<file path="config.mk">
export PLATFORM = sky130hd
export DESIGN_NAME = text_console_writer
export DESIGN_NICKNAME = d
export VERILOG_FILES = /design/src/rtl/video_pkg.sv /design/src/rtl/wb_single_master.sv /design/src/rtl/text_console_writer.sv
export SDC_FILE = /design/constraint.sdc
export NUM_CORES = 1
export LEC_CHECK = 0
export CORE_MARGIN = 5
export CORE_UTILIZATION = 40
export DETAILED_ROUTE_END_ITERATION = 10
export PLACE_DENSITY_LB_ADDON = 0.12
export SETUP_SLACK_MARGIN = 0.02
export SLEW_MARGIN = 10
export SYNTH_ARGS = -nofsm -noshare
export SYNTH_HDL_FRONTEND = slang
export SYNTH_SLANG_ARGS = --single-unit
</file>
<file path="constraint.sdc">
create_clock -name clk_25mhz -period 2.45 [get_ports clk_25mhz]
set_clock_uncertainty 0.05 [all_clocks]
set_input_delay 0.245 -clock clk_25mhz [delete_from_list [all_inputs] [get_ports clk_25mhz]]
set_output_delay 0.245 -clock clk_25mhz [all_outputs]
set_load 0.05 [all_outputs]
</file>
<file path="src/rtl/video_pkg.sv">
// Shared constants, control codes and state encoding
// for the text-mode console writer and its bus initiator.
package video_pkg;

  localparam int COLS   = 80;
  localparam int ROWS   = 60;
  localparam int ADDR_W = 13;

  localparam logic [7:0] FILL = 8'h20;

  localparam logic [7:0] CC_BS  = 8'h08;
  localparam logic [7:0] CC_TAB = 8'h09;
  localparam logic [7:0] CC_LF  = 8'h0A;
  localparam logic [7:0] CC_FF  = 8'h0C;
  localparam logic [7:0] CC_CR  = 8'h0D;

  localparam logic [ADDR_W-1:0] COLS_A =
    ADDR_W'(COLS);
  localparam logic [ADDR_W-1:0] LAST_ADDR =
    ADDR_W'(COLS * ROWS - 1);
  localparam logic [ADDR_W-1:0] LAST_ROW_ADDR =
    ADDR_W'((ROWS - 1) * COLS);

  typedef enum logic [2:0] {
    IDLE,
    DECODE,
    PUT,
    SCR_RD,
    SCR_WR,
    FILL_WR,
    ADVANCE
  } main_state_t;

  // row*80 without a multiplier
  function automatic logic [ADDR_W-1:0] row_base(
    input logic [5:0] row
  );
    return ADDR_W'({row, 6'b0}) + ADDR_W'({row, 4'b0});
  endfunction

endpackage

</file>
<file path="src/rtl/wb_single_master.sv">
// Single-transfer Wishbone-style initiator: one read or
// write per request, tolerant of a slave ack that lingers.
module wb_single_master #(
  parameter int AW = 13
) (
  input  logic          clk,
  input  logic          rst_n,
  input  logic          req,
  input  logic          we,
  input  logic [AW-1:0] addr,
  input  logic [31:0]   wdata,
  output logic          done,
  output logic [31:0]   rdata,
  output logic [AW-1:0] adr_o,
  output logic [31:0]   dat_o,
  output logic [3:0]    sel_o,
  output logic          we_o,
  output logic          stb_o,
  input  logic          ack_i,
  input  logic [31:0]   dat_i
);

  typedef enum logic [1:0] {
    B_IDLE,
    B_REQ,
    B_DROP
  } bus_state_t;

  bus_state_t    state_q, state_d;
  logic [AW-1:0] adr_q;
  logic [31:0]   dat_q;
  logic [31:0]   rdata_q;
  logic          we_q;
  logic          launch;

  // never start while the previous ack is still high
  assign launch = (state_q == B_IDLE) && req && !ack_i;

  always_ff @(posedge clk or negedge rst_n) begin
    if (!rst_n) begin
      state_q <= B_IDLE;
      adr_q   <= '0;
      dat_q   <= '0;
      we_q    <= 1'b0;
      rdata_q <= '0;
    end else begin
      state_q <= state_d;
      if (launch) begin
        adr_q <= addr;
        dat_q <= wdata;
        we_q  <= we;
      end
      if (state_q == B_REQ && ack_i && !we_q)
        rdata_q <= dat_i;
    end
  end

  always_comb begin
    state_d = state_q;
    done    = 1'b0;
    case (state_q)
      B_IDLE: if (launch) state_d = B_REQ;
      B_REQ:  if (ack_i) state_d = B_DROP;
      B_DROP: begin
        if (!ack_i) begin
          done    = 1'b1;
          state_d = B_IDLE;
        end
      end
      default: state_d = B_IDLE;
    endcase
  end

  assign stb_o = (state_q == B_REQ);
  assign we_o  = stb_o & we_q;
  assign sel_o = stb_o ? 4'b0001 : 4'b0000;
  assign adr_o = adr_q;
  assign dat_o = dat_q;
  assign rdata = rdata_q;

endmodule

</file>
<file path="src/rtl/text_console_writer.sv">
// Byte-stream console: places characters on the 80x60
// text grid over the bus and scrolls by read/write copy.
module text_console_writer
  import video_pkg::*;
(
  input  logic              clk_25mhz,
  input  logic              rst_ni,
  input  logic [7:0]        char_i,
  input  logic              char_valid_i,
  output logic              char_ready_o,
  output logic              busy_o,
  output logic [6:0]        cur_col_o,
  output logic [5:0]        cur_row_o,
  output logic [ADDR_W-1:0] adr_o,
  output logic [31:0]       dat_o,
  output logic [3:0]        sel_o,
  output logic              we_o,
  output logic              stb_o,
  input  logic              ack_i,
  input  logic [31:0]       dat_i
);

  main_state_t       state_q, state_d;
  logic [6:0]        col_q, col_d;
  logic [5:0]        row_q, row_d;
  logic [7:0]        ch_q, ch_d;
  logic [ADDR_W-1:0] ptr_q, ptr_d;
  logic              ff_q, ff_d;

  logic              req, we, done, newline;
  logic [ADDR_W-1:0] addr, cur_addr;
  logic [7:0]        wbyte;
  logic [31:0]       rdata;
  logic [7:0]        tab_col;
  logic              unused_rd;

  assign cur_addr = row_base(row_q) + ADDR_W'(col_q);
  assign tab_col  = ({1'b0, col_q} | 8'd7) + 8'd1;
  assign unused_rd = ^rdata[31:8];

  always_ff @(posedge clk_25mhz or negedge rst_ni) begin
    if (!rst_ni) begin
      state_q <= IDLE;
      col_q   <= '0;
      row_q   <= '0;
      ch_q    <= '0;
      ptr_q   <= '0;
      ff_q    <= 1'b0;
    end else begin
      state_q <= state_d;
      col_q   <= col_d;
      row_q   <= row_d;
      ch_q    <= ch_d;
      ptr_q   <= ptr_d;
      ff_q    <= ff_d;
    end
  end

  always_comb begin
    state_d = state_q;
    col_d   = col_q;
    row_d   = row_q;
    ch_d    = ch_q;
    ptr_d   = ptr_q;
    ff_d    = ff_q;
    req     = 1'b0;
    we      = 1'b0;
    addr    = cur_addr;
    wbyte   = ch_q;
    newline = 1'b0;
    case (state_q)
      IDLE: begin
        if (char_valid_i) begin
          ch_d    = char_i;
          state_d = DECODE;
        end
      end
      DECODE: begin
        state_d = IDLE;
        unique case (1'b1)
          ch_q == CC_CR: col_d = '0;
          ch_q == CC_LF: newline = 1'b1;
          ch_q == CC_TAB: begin
            if (tab_col >= 8'(COLS)) newline = 1'b1;
            else col_d = tab_col[6:0];
          end
          ch_q == CC_BS: begin
            if (col_q != '0) col_d = col_q - 7'd1;
          end
          ch_q == CC_FF: begin
            ptr_d   = '0;
            ff_d    = 1'b1;
            state_d = FILL_WR;
          end
          default: begin
            req     = 1'b1;
            we      = 1'b1;
            state_d = PUT;
          end
        endcase
      end
      PUT: begin
        req = 1'b1;
        we  = 1'b1;
        if (done) state_d = ADVANCE;
      end
      ADVANCE: begin
        state_d = IDLE;
        if (col_q == 7'(COLS - 1)) newline = 1'b1;
        else col_d = col_q + 7'd1;
      end
      SCR_RD: begin
        req  = 1'b1;
        addr = ptr_q;
        if (done) state_d = SCR_WR;
      end
      SCR_WR: begin
        req   = 1'b1;
        we    = 1'b1;
        addr  = ptr_q - COLS_A;
        wbyte = rdata[7:0];
        if (done) begin
          if (ptr_q == LAST_ADDR) begin
            ptr_d   = LAST_ROW_ADDR;
            state_d = FILL_WR;
          end else begin
            ptr_d   = ptr_q + ADDR_W'(1);
            state_d = SCR_RD;
          end
        end
      end
      FILL_WR: begin
        req   = 1'b1;
        we    = 1'b1;
        addr  = ptr_q;
        wbyte = FILL;
        if (done) begin
          if (ptr_q == LAST_ADDR) begin
            state_d = IDLE;
            if (ff_q) begin
              col_d = '0;
              row_d = '0;
              ff_d  = 1'b0;
            end
          end else begin
            ptr_d = ptr_q + ADDR_W'(1);
          end
        end
      end
      default: state_d = IDLE;
    endcase
    // bottom row: move the screen up instead of the cursor
    if (newline) begin
      col_d = '0;
      if (row_q == 6'(ROWS - 1)) begin
        ptr_d   = COLS_A;
        state_d = SCR_RD;
      end else begin
        row_d = row_q + 6'd1;
      end
    end
  end

  wb_single_master #(
    .AW(ADDR_W)
  ) u_bus (
    .clk   (clk_25mhz),
    .rst_n (rst_ni),
    .req   (req),
    .we    (we),
    .addr  (addr),
    .wdata ({24'h0, wbyte}),
    .done  (done),
    .rdata (rdata),
    .adr_o (adr_o),
    .dat_o (dat_o),
    .sel_o (sel_o),
    .we_o  (we_o),
    .stb_o (stb_o),
    .ack_i (ack_i),
    .dat_i (dat_i)
  );

  assign char_ready_o = (state_q == IDLE);
  assign busy_o       = ~char_ready_o;
  assign cur_col_o    = col_q;
  assign cur_row_o    = row_q;

endmodule

</file>
# Yosys cells after proc, flatten, opt, wreduce, memory -nomap -nowiden
# Index checks and enable logic that the tools add are counted.
# word_totals
ff_bits,70
latchBits,0
ramBits,0
rom_bits,0
input_bits,44
output_inout_bits,66
wordCells,125
memories,0
# classes
addsub,8
n_mul,0
div_mod_pow,0
magnitude_cmp,1
eq_ne,29
n_shift,0
mux,54
bitwise,2
reduce_logical,20
# op_table
op,count
$mux 13,7
$mux 7,7
$pmux 7 s3,2
$eq 8x4->1 const B,5
$pmux 13 s3,1
$mux 6,6
$mux 3,9
$pmux 13 s2,1
$pmux 3 s6,1
$pmux 8 s2,1
$add 12x10->13,1
$add 13x1->13 const B,1
$add 13x7->13,1
$eq 13x13->1 const B,1
$sub 13x7->13 const B,1
$ne 3x3->1 const B,4
$ne 2x2->1 const B,5
$pmux 1 s2,5
$eq 3x3->1 const B,3
$mux 1,9
$add 7x1->8 const B,1
$ge 8x7->1 const B,1
$ne 4x4->1 const B,2
$reduce_and 8->1,1
30 further kinds,38

# Depth between registers and ports, before layout
# Gate-level depths: netlist of run 1.
# logic_depth
word_depth,8
depth_mapped,9
mapped_depth_nobuf,9

# Modules after synthesis
# Synthesis of run 1 repeated with hierarchy kept, for this count alone.
# unflattened
cells_unflattened,624
hier_area_um2,6761.5
# modules_own_cells
mod,n_inst,cells_each,area_each_um2,seq_area_each_um2
text_console_writer,1,443,3474.6,950.9
wb_single_master,1,181,3286.9,2001.9

# Worst setup path after synthesis of run 1
# No wires, ideal clock.
# synth_path
path_type,reg-to-reg
from,"register col_q[6], in the netlist cur_col_o[6]"
to,"register u_bus.adr_q[11], in the netlist u_bus.adr_o[11]"
setup_time_ns,0.136
arrival_ns,2.594
required_ns,2.264
setup_slack_ns,-0.330
path_stages_with_launch,9
n_path_buf,0
period_less_slack_ns,2.780
cell_sequence,dfrtp_1 -> fa_1 -> fa_1 -> a21o_1 -> a21oi_1 -> o21ai_0 -> xor2_1 -> a21oi_1 -> o21ai_0
# synth_between
elab_chain_cells,2
# synth_rtl
element,line_no,rtl
start: declaration,text_console_writer.sv:24,"logic [6:0] col_q, col_d;"
start signal: assignment,text_console_writer.sv:51,col_q <= col_d;
$add 13x7->13,text_console_writer.sv:37,assign cur_addr = row_base(row_q) + ADDR_W'(col_q);
$pmux 13 s2,text_console_writer.sv:71,case (state_q)
end signal: assignment,wb_single_master.sv:49,adr_q <= addr;
end: declaration,wb_single_master.sv:30,logic [AW-1:0] adr_q;
# Every way passes these cells.
# A chain may end at the register's enable or synchronous reset.

# Worst setup path in the final report of run 1
# layout_path
from,"register col_q[6], in the netlist cur_col_o[6]"
to,"register u_bus.adr_q[6], in the netlist u_bus.adr_o[6]"
# Same word-level chain as after synthesis.

==> results of run 1 <==
==> registers in the layout, indices dropped and copies added, names as in the netlist <==
name / cells
ch_q: 8
u_bus.state_q: 2
u_bus.dat_o: 8
ptr_q: 13
u_bus.adr_o: 13
cur_col_o: 7
u_bus.rdata: 8
u_bus.we_q: 1
cur_row_o: 6
state_q: 3
ff_q: 1
==> worst reg2reg max path: stages, from the launching register on <==
cell	delay, ns
dfrtp_2	0.41
fa_2	0.51
fa_2	0.61
a211oi_2	0.06
a2111oi_2	0.42
buf_4	0.18
a21o_1	0.07
==> stage by stage <==
stage	total power (uW)	util [%]	worst slack, ns	hold WS, ns
floorplan	4070	-	-0.0425	-0.101
global placement	5270	49.2	-0.159	0.241
detailed placement	5320	49.2	-0.169	0.250
CTS	6760	52.1	0.0352	0.425
global route	7210	52.6	-0.00904	0.447
finish	6780	52.6	0.0848	0.401
==> per-layer routing <==
| layer | part of all wire [%] | global-route usage (%) |
|---|---|---|
| met2 | 46 | 30.7 |
| met1 | 45 | 25.7 |
| met3 | 6.2 | 4.46 |
| met4 | 2.7 | 8.88 |
| met5 | 0 | 0 |
==> power groups by stage <==
stage | Sequential (uW) | Combinational (uW) | Clock (uW)
floorplan | 2370 | 1700 | 0
finish | 1820 | 3570 | 1400
global route | 1880 | 3860 | 1480
CTS | 1810 | 3520 | 1430
detailed placement | 1820 | 3500 | 0
global placement | 1820 | 3460 | 0
==> repair_timing <==
action                     4_1_cts  5_1_grt
setup endpoints to repair        3       23
hold buffers                     1        0
hold endpoints to repair        24        0
gates resized for setup          3       12
pin swaps                        1        5
buffers inserted                 0        1
==> synth_stat cells, types with 7 or more instances <==
library cell,n
dfrtp_1,70
nor2_1,61
nand2_1,48
a21oi_1,39
o21ai_0,31
buf_4,28
clkbuf_1,25
ha_1,21
nand3_1,20
inv_1,18
mux2_2,17
nor3_1,17
a31oi_1,13
a221oi_1,10
a21o_1,7
xnor2_1,7
==> kinds of logic (layout without fill, tap and decap cells) <==
group           after synthesis  count (layout)  synth area share [%]
mux                          19              19                  4.42
simple gates                206             206                  21.9
compound gates              150             150                  20.6
fa+ha+maj                    23              23                  6.34
other cells                   1              27                0.0785
buf+inv                      77             159                  8.35
flops                        70              70                  36.6
xor+xnor                      9               9                  1.65
==> final timing paths <==
kind / startpoint / to / slack (ns)
hold reg to reg: u_bus.adr_o[5] / u_bus.adr_o[5] / 0.42
setup / recovery: cur_col_o[6] / u_bus.adr_o[6] / 0.08
max in group asynchronous: rst_ni / cur_col_o[1] / 1.26
setup reg to reg: cur_col_o[6] / u_bus.adr_o[6] / 0.08
min in group clk_25mhz: u_bus.adr_o[5] / u_bus.adr_o[5] / 0.42
hold / removal: rst_ni / ptr_q[2] / 0.40
==> area by class of cell <==
type,count,area [um^2]
Fill cell,1130,5630
Multi-Input combinational cell,434,2800
Sequential cell,70,1760
Timing Repair Buffer,123,1090
Clock buffer,13,280
Tap cell,147,184
Inverter,20,78.8
Clock inverter,3,40.0
==> results.md, run 1 <==
* Inst Count DP at 792
* Layout Cell Area excl Fill at 6240 um^2
* Clock Latency Late Sink at 0.34 ns
* Kind of critical path: flop to flop
* Clock slew seen by the registers of the worst setup and hold paths at 0.06 ns
* Max cap viols at 0
* Port bufs at 58
* Die Wd at 119 um
* Worst reg-to-reg path cell count at 6
* Post-Place Cell Area at 5840 um^2
* Fin Setup TNS at 0 ns
* Vias in the first global route at 4367
* Post-synth ARST share at 100%
* Seq/Total Area, Yosys at 36.6%
* Syn Inst Count at 555
* CP bufs+invs at 1
* Worst path max stage delay at 0.61 ns
* Die Area at 14200 um^2
* Slew margin rel. at 49.2%
* Site row count at 40
* Crit path top cell by count: fa_2
* CTS sink cnt at 70
* Fin crit period at between 2 and 2.5 ns
* RSZ-0062 raised after global routing: yes
* Drt initial violations at 273
* Crit-path leading delay family: adder cells
* Routed WL per cell at approximately 17 um
* Core Area at 11900 um^2
* Initial core utilization at 40.3%
* Synth top area cells: dfrtp_1 37%, ha_1 5.5%, nor2_1 4.8%, buf_4 4.4%, a21oi_1 4.1%
* Flop pwr share at a little over a quarter
* CTS Buf Count at 9
* Final Max Tran Viols at 0
* Endpoints failing hold at 0
* Switch share at 44.4%
* Crit path required time at 2.69 ns
* Ports at 110
* Post-Syn Area at about 4800 um^2
* GRT Resource Usage Total at 19.6%
* Leak Pwr at 0.00276 uW
* CTS max path bufs at 2
* Drt drc at 0
* Arrival time at the worst endpoint at 2.60 ns
* Layout Cells excl Fill at 810
* Peak VDD IR at 697 uV
* Slowest CP cell: fa_2
* N_diodes at 0
* Most frequent cells in the layout: 64 x buf_4, 61 x nor2_1, 61 x dfrtp_1
* Largest net degree at the start of global routing at between 40 and 50
* Fmax achieved at 423 MHz
* NumNets Final at 725
* First-pass GRT wire length at 22400 um
* Gpl congestion at 0.875
* Via count at between 4000 and 5000
* Comb power frac at roughly 53%
* P_sw at 3010 uW
* P per Cell Area at 1090 nW/um^2
* #FFs+latches synth at 70
* Critical Path Stages at 6
* Top cell type by total area after synthesis: dfrtp_1
* Final Cycle Share at approximately 97%
* Status: completed
* DRT Wirelength at 13700 um
* GRT Residual Overflow at 0
* Commonest non-fill, non-tap cell in the layout: buf_4
* CP Max Fanout at 2
* Fraction of layout cells with a size suffix above 1 at around a fifth
* Detailed-router iteration count before antenna repair at 7
* Distinct cells, synth at slightly above 70
* CTS tree: done
* Slew @ Worst Pin at 0.758 ns
* Area grow syn2layout at 30.5%
* CTS HTree Levels at 3
* Yosys top cell area share at 36.6%
* Setup-failing EPs final at 0
* Yosys Warn Count at 0
* Root Driver: clkbuf_16
* Worst Setup End Kind: flop
* Prevailing post-synth register cell: dfrtp_1
* Post-route ant nets at 0
* Hold Path Class: primary input to async pin
* Antenna violations before repair at 0
* DR vias/cell at 5.53
* Critical path cell sequence: fa_2 > fa_2 > a211oi_2 > a2111oi_2 > buf_4 > a21o_1
* Worst setup SP type: flop
* Clock Power Share at just over 20%
* Chip Height at ~120 um
* Mean Syn Cell Area at 8.61 um^2
* Number of synthesized flops with an enable pin at 0
* Detailed Place HPWL at just over 10000 um
* Int Pwr at 3770 uW
Note: power is estimated with default switching activity, not from simulation.
==> run 2: changes to the inputs <==
--- a/config.mk
+++ b/config.mk
@@ -9,4 +9,5 @@
 export CORE_UTILIZATION = 40
 export DETAILED_ROUTE_END_ITERATION = 10
+export GPL_ROUTABILITY_DRIVEN = 0
 export PLACE_DENSITY_LB_ADDON = 0.12
 export SETUP_SLACK_MARGIN = 0.02
==> constraint.sdc (replaced) <==
create_clock -name clk_25mhz -period 2.45 [get_ports clk_25mhz]
set_clock_uncertainty 0.05 [all_clocks]
set_input_delay 0.49 -clock clk_25mhz [delete_from_list [all_inputs] [get_ports clk_25mhz]]
set_output_delay 0.49 -clock clk_25mhz [all_outputs]
set_load 0.05 [all_outputs]
==> results.md, run 2 (synthesis gave the netlist of run 1 again) <==
* Status: completed
* Fmax achieved at 428 MHz
* DRT Wirelength at 13800 um
* Post-route ant nets at 0
* CTS sink cnt at 70
* Worst path max stage delay at 0.61 ns
* Inst Count DP at about 790
* DR vias/cell at 5.50
* Site row count at 40
* Max cap viols at 0
* Worst setup SP type: flop
* Ports at 110
* Crit-path leading delay family: adder cells
* Layout Cells excl Fill at 812
* Slowest CP cell: fa_2
* Initial core utilization at 40.3%
* RR Startpoint: cur_col_o[6]
* Fin Setup TNS at 0 ns
* CTS tree: done
* Final Cycle Share at 95.3%
* Chip Height at 119 um
* First-pass GRT wire length at 22900 um
* Slew margin rel. at 55.1%
* Vias in the first global route at 4441
* Final Max Tran Viols at 0
* NumNets Final at 727
* Clock slew seen by the registers of the worst setup and hold paths at 0.06 ns
* Critical Path Stages at 8
* Layout Cell Area excl Fill at 6260 um^2
* Layout fillers at roughly 1100
* Endpoints failing hold at 0
* Via count at 4462
* Most frequent cells in the layout: 66 x buf_4, 61 x nor2_1, 59 x dfrtp_1
* Total power at 6810 uW
* GRT Resource Usage Total at 20.0%
* CP Max Fanout at 2
* Fraction of layout cells with a size suffix above 1 at about 22%
* Largest net degree at the start of global routing at 43
* Antenna violations before repair at 0
* Kind of critical path: flop to flop
* Hold_buf cts at 0
* P per Cell Area at 1090 nW/um^2
* FF-to-FF End: u_bus.adr_o[12]
* Fin crit period at 2.33 ns
* Arrival time at the worst endpoint at 2.51 ns
* CP bufs+invs at 0
* Port bufs at 58
* Area grow syn2layout at 30.9%
* N_diodes at 0
* RSZ-0062 raised after global routing: yes
* Worst reg-to-reg path cell count at 8
* Drt initial violations at roughly 280
* Worst Setup End Kind: flop
* Clock Latency Late Sink at 0.34 ns
* Die Area at around 14000 um^2
* Drt drc at 0
* Critical path cell sequence: fa_2 > ha_1 > a21o_1 > a21oi_2 > o21ai_2 > and3_4 > o211ai_1 > a31oi_1
* Slew @ Worst Pin at 0.671 ns
* Root Driver: clkbuf_16
* CTS HTree Levels at 3
* CTS max path bufs at 2
* Detailed Place HPWL at 10400 um
* Peak VDD IR at 868 uV
* Core Area at 11900 um^2
* R2R Setup Slk at between 0.1 and 0.15 ns
* CTS Buf Count at 9
* Post-Place Cell Area at 5880 um^2
* Die Wd at 119 um
* Setup-failing EPs final at 0
* Hold Path Class: primary input to async pin
* Detailed-router iteration count before antenna repair at 5
* Routed WL per cell at around 17 um
* Leak Pwr at 0.00279 uW
* Commonest non-fill, non-tap cell in the layout: buf_4
* GRT Residual Overflow at 0
* Crit path required time at 2.62 ns
[run 2: changes by cell type in the layout (fill, tap and decap cells not counted), moves of 2 or more]
cell	previous run	this run
dfrtp_2	9	11
buf_12	2	5
clkbuf_8	4	2
or3b_4	0	2
clkdlybuf4s50_1	55	52
buf_4	64	66
dfrtp_1	61	59
[run 2: how the worst max path moves through the flow]
stage,slack [ns],startpoint,endpoint
after detailed placement,-0.28,ack_i,cur_col_o[6]
after floorplan,-0.04,cur_row_o[0],u_bus.adr_o[11]
after global placement,-0.25,ack_i,cur_col_o[6]
final,0.12,cur_col_o[6],u_bus.adr_o[12]
after global routing,-0.004,cur_col_o[6],u_bus.adr_o[12]
after CTS,0.02,cur_col_o[3],cur_row_o[0]
[run 2: final cells by class]
class / instances / area [um^2] / area share [%]
multi-input cells: 434 / 2800 / 44.7
flip-flops and latches: 70 / 1770 / 28.2
clock inverters: 4 / 45.0 / 0.720
clock buffers: 12 / 256 / 4.10
well taps: 147 / 184 / 2.94
repair buffers: 125 / 1130 / 18.1
inverters: 20 / 78.8 / 1.26
[run 2: power breakdown]
group	total (uW)	switching, uW	internal (uW)
sequential	1820	286	1530
clock	1350	513	839
combinational	3640	2230	1410
[run 2: through the flow]
step | hold slack, ns | util [%] | worst slack (ns)
after floorplan | 0.144 | - | -0.0425
after detailed placement | 0.415 | 49.5 | -0.280
after CTS | 0.0838 | 52.2 | 0.0205
final | 0.0856 | 52.8 | 0.116
after global placement | 0.407 | 49.5 | -0.248
after global routing | 0.101 | 52.8 | -0.00418
[run 2: timing repair]
action / in CTS / in global routing
endpoints found under the setup margin: 4 / 16
hold endpoints to repair: 0 / 0
resized for setup: 5 / 16
pin swaps: 2 / 13
setup buffers: 0 / 3
[run 2: metal layers]
layer,vias up,part of all wire [%],GRT usage [%]
met5,-,0,0
met1,2115,45,26.8
met2,149,46,31.3
met3,22,5.8,4.32
li1,2176,-,-
met4,0,2.6,8.38
==> run 3: changes to the inputs <==
- CELL_PAD_IN_SITES_DETAIL_PLACEMENT: not set -> 1
- CELL_PAD_IN_SITES_GLOBAL_PLACEMENT: not set -> 1
- CORE_UTILIZATION: 40 -> 35
- CTS_BUF_LIST: not set -> sky130_fd_sc_hd__clkbuf_4
- MAX_ROUTING_LAYER: not set -> met4
==> results.md, run 3 (synthesis gave the netlist of run 1 again) <==
* Status: completed
* Final WS setup at between 0.08 and 0.09 ns
* Worst setup SP type: flop
* CTS sink cnt at 70
* Detailed Place HPWL at 12200 um
* Crit path required time at 2.80 ns
* Final Cycle Share at between 90% and 100%
* Largest net degree at the start of global routing at 58
* Multi-input logic area at 2830 um^2
* Worst reg-to-reg path cell count at 8
* Peak VDD IR at about 620 uV
* Endpoints failing hold at 0
* Sequential cell area at 1760 um^2
* Max cap viols at 0
* Die Wd at 127 um
* GRT Resource Usage Total at a little over 20%
* Ports at 110
* Clock Latency Late Sink at approximately 0.45 ns
* Hold Path Class: primary input to async pin
* Detailed-router iteration count before antenna repair at 5
* Drt drc at 0
* Fmax achieved at ~420 MHz
* Routed WL per cell at between 15 and 20 um
* Port bufs at 58
* Inst Count DP at 828
* Hold slack at 0.422 ns
* CTS Buf Count at 9
* Final Max Tran Viols at 0
* Kind of critical path: flop to flop
* CTS HTree Levels at 3
* Core Area at about 13000 um^2
* Die Area at 16100 um^2
* CP Max Fanout at 2
* First-pass GRT wire length at 25900 um
* Worst Setup End Kind: flop
* Fraction of layout cells with a size suffix above 1 at 22.7%
* Post-route ant nets at 0
* Area grow syn2layout at 29.6%
* Crit-path leading delay family: adder cells
* Critical path cell sequence: fa_2 > ha_4 > a21o_1 > a21oi_2 > o21ai_2 > and3_4 > nor4_1 > a211o_1
* Layout Cells excl Fill at 846
* DRT Wirelength at 15900 um
* Slew @ Worst Pin at 0.880 ns
* CTS max path bufs at 2
* Worst path max stage delay at 0.63 ns
* GRT Residual Overflow at 0
* Clock slew seen by the registers of the worst setup and hold paths at roughly 0.12 ns
* Via count at roughly 4600
* Layout fillers at 1579
* Critical Path Stages at 8
* NumNets Final at approximately 730
* DR vias/cell at 5.46
* Chip Height at 127 um
* Fin crit period at 2.37 ns
* RSZ-0062 raised after global routing: yes
* Setup-failing EPs final at 0
* Drt initial violations at 280
* Site row count at 42
* Slew margin rel. at 41.1%
* Arrival time at the worst endpoint at about 2.7 ns
* Antenna violations before repair at 1
* Leak Pwr at between 0.002 and 0.003 uW
* Slowest CP cell: fa_2
* P per Cell Area at between 1000 and 1500 nW/um^2
* Vias in the first global route at 4905
* Most frequent cells in the layout: 72 x buf_4, 60 x dfrtp_1, 59 x nor2_1
* CP bufs+invs at 0
* CTS tree: done
* Commonest non-fill, non-tap cell in the layout: buf_4
* Setup WS pre-CTS at -0.272 ns
* Initial core utilization at between 30% and 40%
* Root Driver: clkbuf_4
run 3: path summary, 6_finish.rpt:
path / slack (ns) / start / endpoint
max in group asynchronous: 1.25 / rst_ni / ptr_q[0]
worst max register to register: 0.08 / cur_row_o[0] / u_bus.adr_o[10]
worst max-delay path: 0.08 / cur_row_o[0] / u_bus.adr_o[10]
worst min register to register: 0.44 / u_bus.adr_o[8] / u_bus.adr_o[8]
worst min-delay path: 0.42 / rst_ni / u_bus.adr_o[9]
min in group clk_25mhz: 0.44 / u_bus.adr_o[8] / u_bus.adr_o[8]
run 3: routing by layer:
| metal | track usage (%) | wire, um | vias to the layer above |
|---|---|---|---|
| met5 | - | 0 | - |
| met4 | 8.08 | 388 | 0 |
| met3 | 2.69 | 639 | 28 |
| met2 | 33.6 | 7730 | 123 |
| met1 | 26.2 | 7150 | 2294 |
| li1 | - | - | 2178 |
run 3: metrics by stage:
stage	instance area, um^2	util, %	setup TNS, ns	power [uW]
floorplan	4910	-	-0.0425	4070
global placement	5950	44.7	-2.71	5350
detailed placement	5950	44.7	-3.14	5460
CTS	6110	45.9	0	6270
global route	6190	46.6	-0.0533	6680
finish	6190	46.6	0	6280
run 3: final cells by class:
| type | count | share of cell area [%] |
|---|---|---|
| repair buffers | 130 | 18.9 |
| clock buffers | 12 | 1.45 |
| flip-flops and latches | 70 | 28.5 |
| multi-input cells | 434 | 45.7 |
| inverters | 20 | 1.27 |
| clock inverters | 3 | 0.606 |
| diodes | 1 | 0.0404 |
| well taps | 176 | 3.56 |
run 3: power by group:
part           leakage (uW)  switching, uW  internal [uW]
clock             0.0000725            419            335
combinational       0.00186           2310           1390
sequential         0.000882            301           1520
total               0.00282           3030           3250
run 3: what timing repair did:
item	in CTS	in global routing
endpoints found under the setup margin	13	32
pin swaps	7	15
hold buffers	1	0
hold endpoints to repair	13	0
gates cloned	0	0
gates resized for setup	10	20
buffers inserted	0	1
